<file path="src/rtl/cpu_regfile.sv">
// Architectural register block for the Nandy CPU: general registers with two read
// ports, a sequenced stack pointer with sticky flags, carry, output latch and input sync.
module cpu_regfile #(
    parameter int               WIDTH       = 8,
    parameter int               NREGS       = 4,
    parameter int               AW          = $clog2(NREGS),
    parameter logic [WIDTH-1:0] SP_RESET    = '0,
    parameter logic [WIDTH-1:0] SP_LIMIT    = {1'b1, {(WIDTH-1){1'b0}}},
    parameter int               BYPASS      = 1,
    parameter int               SYNC_STAGES = 2
) (
    input  logic             clk,
    input  logic             rst_n,
    input  logic [AW-1:0]    ra_addr,
    output logic [WIDTH-1:0] ra_data,
    input  logic [AW-1:0]    rb_addr,
    output logic [WIDTH-1:0] rb_data,
    input  logic             wr_en,
    input  logic [AW-1:0]    wr_addr,
    input  logic [WIDTH-1:0] wr_data,
    input  logic [1:0]       sp_op,
    input  logic [WIDTH-1:0] sp_load,
    output logic [WIDTH-1:0] sp,
    output logic [WIDTH-1:0] sp_addr,
    output logic             sp_ovf,
    output logic             sp_unf,
    input  logic             flag_clr,
    input  logic             carry_we,
    input  logic             carry_in,
    output logic             carry,
    input  logic             out_we,
    input  logic [WIDTH-1:0] out_data,
    output logic [WIDTH-1:0] ioout,
    input  logic [WIDTH-1:0] ioin,
    output logic [WIDTH-1:0] ioin_q
);

    typedef enum logic [1:0] {
        SP_HOLD = 2'b00,
        SP_PUSH = 2'b01,
        SP_POP  = 2'b10,
        SP_LOAD = 2'b11
    } sp_op_e;

    localparam logic [WIDTH-1:0] ONE = {{(WIDTH-1){1'b0}}, 1'b1};

    logic [WIDTH-1:0] regs_q [NREGS];
    logic [WIDTH-1:0] sync_q [SYNC_STAGES];
    logic [WIDTH-1:0] sp_q, sp_d;
    logic             ovf_q, ovf_d;
    logic             unf_q, unf_d;
    logic             carry_q;
    logic [WIDTH-1:0] ioout_q;
    logic             wr_ok;
    sp_op_e           op;

    // Addresses past the last register are legal encodings when NREGS is not a power of two.
    assign wr_ok = (int'(wr_addr) < NREGS);
    assign op    = sp_op_e'(sp_op);

    always_comb begin
        // NOTE: every output of a combinational block gets a default first, so no path
        // through the branches leaves it unassigned and a latch is never inferred.
        ra_data = '0;
        if (int'(ra_addr) < NREGS) ra_data = regs_q[ra_addr];
        if ((BYPASS != 0) && wr_en && wr_ok && (wr_addr == ra_addr)) ra_data = wr_data;
    end

    always_comb begin
        rb_data = '0;
        if (int'(rb_addr) < NREGS) rb_data = regs_q[rb_addr];
        if ((BYPASS != 0) && wr_en && wr_ok && (wr_addr == rb_addr)) rb_data = wr_data;
    end

    // sp_addr is the only output that sees sp_op combinationally; sp itself is registered.
    always_comb begin
        sp_d    = sp_q;
        sp_addr = sp_q;
        ovf_d   = ovf_q & ~flag_clr;
        unf_d   = unf_q & ~flag_clr;
        case (op)
            SP_PUSH: begin
                sp_d    = sp_q - ONE;
                sp_addr = sp_q - ONE;
                if (sp_q == SP_LIMIT) ovf_d = 1'b1;
            end
            SP_POP: begin
                sp_d = sp_q + ONE;
                if (sp_q == SP_RESET) unf_d = 1'b1;
            end
            SP_LOAD: sp_d = sp_load;
            default: ;
        endcase
    end

    // NOTE: the register array is reset explicitly because architectural state must
    // read 0 after reset; this forces flops rather than a RAM macro, which is intended.
    always_ff @(posedge clk or negedge rst_n) begin
        if (!rst_n) begin
            for (int i = 0; i < NREGS; i++) regs_q[i] <= '0;
        end else if (wr_en && wr_ok) begin
            // NOTE: sequential state uses non-blocking assignments so every flop samples
            // pre-edge values regardless of statement order.
            regs_q[wr_addr] <= wr_data;
        end
    end

    always_ff @(posedge clk or negedge rst_n) begin
        if (!rst_n) begin
            sp_q    <= SP_RESET;
            ovf_q   <= 1'b0;
            unf_q   <= 1'b0;
            carry_q <= 1'b0;
            ioout_q <= '0;
        end else begin
            sp_q  <= sp_d;
            ovf_q <= ovf_d;
            unf_q <= unf_d;
            if (carry_we) carry_q <= carry_in;
            if (out_we)   ioout_q <= out_data;
        end
    end

    always_ff @(posedge clk or negedge rst_n) begin
        if (!rst_n) begin
            for (int i = 0; i < SYNC_STAGES; i++) sync_q[i] <= '0;
        end else begin
            sync_q[0] <= ioin;
            for (int i = 1; i < SYNC_STAGES; i++) sync_q[i] <= sync_q[i-1];
        end
    end

    assign sp     = sp_q;
    assign sp_ovf = ovf_q;
    assign sp_unf = unf_q;
    assign carry  = carry_q;
    assign ioout  = ioout_q;
    assign ioin_q = sync_q[SYNC_STAGES-1];

endmodule

</file>
<file path="config.mk">
export PLATFORM = sky130hd
export DESIGN_NAME = cpu_regfile
export DESIGN_NICKNAME = d
export VERILOG_FILES = /design/src/rtl/cpu_regfile.sv
export SDC_FILE = /design/constraint.sdc
export NUM_CORES = 1
export LEC_CHECK = 0
export BUFFER_PORTS_ARGS = -buffer_cell sky130_fd_sc_hd__buf_4
export CORE_ASPECT_RATIO = 1.1
export CORE_MARGIN = 10
export CORE_UTILIZATION = 45
export CTS_CLUSTER_SIZE = 24
export DETAILED_ROUTE_END_ITERATION = 10
export MAX_ROUTING_LAYER = met4
export PLACE_DENSITY = 0.73
export SLEW_MARGIN = 20
export SYNTH_ARGS = -nofsm -noshare
export SYNTH_HDL_FRONTEND = slang
export SYNTH_SLANG_ARGS = --single-unit
</file>
<file path="constraint.sdc">
create_clock -name clk -period 1.85 [get_ports clk]
set_input_delay 0.0925 -clock clk [delete_from_list [all_inputs] [get_ports clk]]
set_output_delay 0.0925 -clock clk [all_outputs]
set_load 0.01 [all_outputs]
</file>
==> results.yml <==
outcome:
  outcome: "finished, violations left"
  violations: "negative setup slack"
die:
  fp.dieArea_sq_um: 11500
  core_area_sq_um: 7430
  core.rowCount: 33
  initial_utilization: 0.462
  dieWidth_microns: 103
  io_pins: 98
  die_y_microns: 112
flow_run:
  maxCapViolCount: 0
critical_path:
  crit_required_ps: 1760
  slowest_stage: "or3b_4"
  regToRegEndpoint: "sp[6]"
  criticalPathCategory: "reg -> out"
  rrSetupSlack_ps: -110
  end_kind: "output pin"
  cp_cell_sequence: "inv_2 > ha_4 > or3b_4 > nor4_4 > xor2_1 > buf_4"
  r2r_start: "sp[0]"
  critical_path.max_stage_delay_ps: 420
  ff2ff_path_depth: 7
  critPathArrivalTime_ps: 1900
  crit_path_max_fanout: 3
  cp-start-kind: "flip-flop"
  crit_start: "sp[0]"
yosys:
  synth_edf_count: 0
  synth_area_sq_um: 3440
  ys_seq_area_frac: 0.488
  ys.flop_type: "dfrtp_1"
  syn-num-nets: 308
  yosys_warnings: 0
  synth-seq-cells: 67
  ys_top_cells_by_area: "dfrtp_1 49%, mux2_2 19%, mux4_2 10%"
  synth.avg_cell_area_sq_um: 13.3
  synth_top_area_share: 0.488
  synthTopCellsByCount: "67 x dfrtp_1, 57 x mux2_2, 16 x mux4_2"
  syn_inst: 259
  ys_async_sr_fraction: 1.00
  yosys.area.top_type: "dfrtp_1"
  synth.distinct_cells: 45
  synth_most_common_cell: "dfrtp_1"
sta:
  setup_violations: 6
  worstMarginPinSlew_ps: 550
  relSlewSlack: 0.633
  hold_viol_final: 0
  post-route-min-period_ps: 1990
  fin_crit_sh: 1.08
  rsz0062_at_grt: "yes"
  fmax_mhz: 502
  drv_slew: 0
  fin_ws_ps: -140
  finClkSkew_ps: 5.90
global_route:
  grt_pass1_wl_microns: 14600
  grt_pass1_vias: 2877
  grt_overflow: 0
  antenna_found_initial: 0
  grt_usage: 0.166
  grt_max_degree: 42
place:
  place_inst: 439
  io_buffers: 97
  dp_hpwl_microns: 6610
  routabilityCongestion: 0.903
finish:
  multi_input_area_sq_um: 1680
  layout.area.seq_sq_um: 1680
  layout-drive-gt1-share: 0.584
  nets: 438
  area_growth_pct: 40.8
  diodes: 0
  nFillCells: 584
  fin_cells: 481
cts:
  cts_sinks: 67
  cts_made_buffers: 9
  clockBufferDepth: 2
  path_clk_slew_ps: 80
  cts_tree: "done"
  root_buffer: "clkbuf_8"
  htreeDepth: 3
  clkLatencyLatePin_ps: 340
route:
  first_pass_iters: 4
  drtIter0Drc: 87
  vias: 2629
  drc_errors: 0
  antenna_left: 0
  drt-total-wl_microns: 9160
  post_drt_via_cell_ratio: 5.47
  wire_per_inst_microns: 19.0
power:
  ir_drop_mv: 0.594
  p_leak_uw: 0.00212
  pwr_density_cell_nw_per_um2: 1020
  finalPower_uw: 4920
hold_path:
  min_to: "regs_q[20]"
  hold_path_depth: 2
  hp-start: "wr_data[4]"
  hold_path_class: "in -> reg"
[power breakdown]
part           internal, uW  total (uW)  leakage, uW  switching [uW]
logic                  1010        1780      0.00123             770
clock network           646        1280    0.0000988             634
registers              1690        1870     0.000786             176
[critical path: cells and delay by family, from the launching register on]
kind | cells | cell delay (ps)
XOR/XNOR | 1 | 180
adder cells (fa/ha/maj) | 1 | 140
buffers and inverters | 2 | 220
flip-flops | 1 | 410
AND/OR/NAND/NOR | 2 | 600
[how the worst max path moves through the flow]
stage	slack (ps)	end
global route	-250	sp_addr[6]
floorplan	10	sp[6]
CTS	-150	sp_addr[6]
detailed placement	10	sp_unf
finish	-140	sp_addr[6]
global placement	80	sp[6]
[cell families after synthesis]
family,share of synthesized area
buf+inv,0.0433
simple gates,0.0728
flops,0.488
fa+ha+maj,0.00728
compound gates,0.0659
mux,0.295
xor+xnor,0.0280
[registers in the layout (all words and copies together), names as in the netlist]
signal / flops
carry: 1
ioin_q: 8
ioout: 8
regs_q: 32
sp: 8
sp_ovf: 1
sp_unf: 1
sync_q: 8
[stage by stage]
| stage | instance area (sq um) | util | TNS, ps | worst slack (ps) | hold slack (ps) |
|---|---|---|---|---|---|
| CTS | 4800 | 0.646 | -535 | -150 | 9.48 |
| floorplan | 3440 | - | 0 | 12.3 | -203 |
| detailed placement | 4310 | 0.580 | 0 | 14.2 | 123 |
| global route | 4840 | 0.651 | -949 | -255 | 18.0 |
| finish | 4840 | 0.651 | -490 | -140 | 18.4 |
| global placement | 4310 | 0.580 | 0 | 82.2 | 116 |
[final cells by class]
cell class	count	area share
Multi-Input combinational cell	163	0.347
Timing Repair Buffer	143	0.237
Inverter	5	0.00388
Clock buffer	9	0.0256
Tap cell	87	0.0225
Clock inverter	7	0.0171
Sequential cell	67	0.347
[placed cells by master (no fill, tap or decap), types with 2 or more instances in the layout]
cell type / count
a21oi_1: 8
nand2b_1: 2
mux2_2: 57
nand3_1: 6
inv_1: 3
clkbuf_8: 9
dlygate4sd3_1: 22
xor2_1: 2
nand2_1: 10
o22ai_1: 2
mux4_2: 16
buf_4: 119
nor3_1: 2
dfrtp_1: 64
nand3b_1: 3
nor2_1: 5
inv_6: 3
clkinvlp_4: 2
dfrtp_2: 3
o21ai_0: 7
nand4_1: 2
inv_2: 2
or3_1: 2
xnor2_1: 8
[routing by layer]
layer	track usage	up-vias	share of wire
met3	0.0408	15	0.052
met1	0.198	1292	0.43
met5	-	-	0
li1	-	1218	-
met4	0.0687	0	0.019
met2	0.260	104	0.50
[timing repair]
item | CTS | global route
hold buffers | 22 | 0
setup buffers | 3 | 1
pin swaps | 4 | 4
gates resized for setup | 9 | 6
setup endpoints to repair | 4 | 8
endpoints found under the hold margin | 60 | 0
No activity file was read; power rests on OpenSTA's default activity.
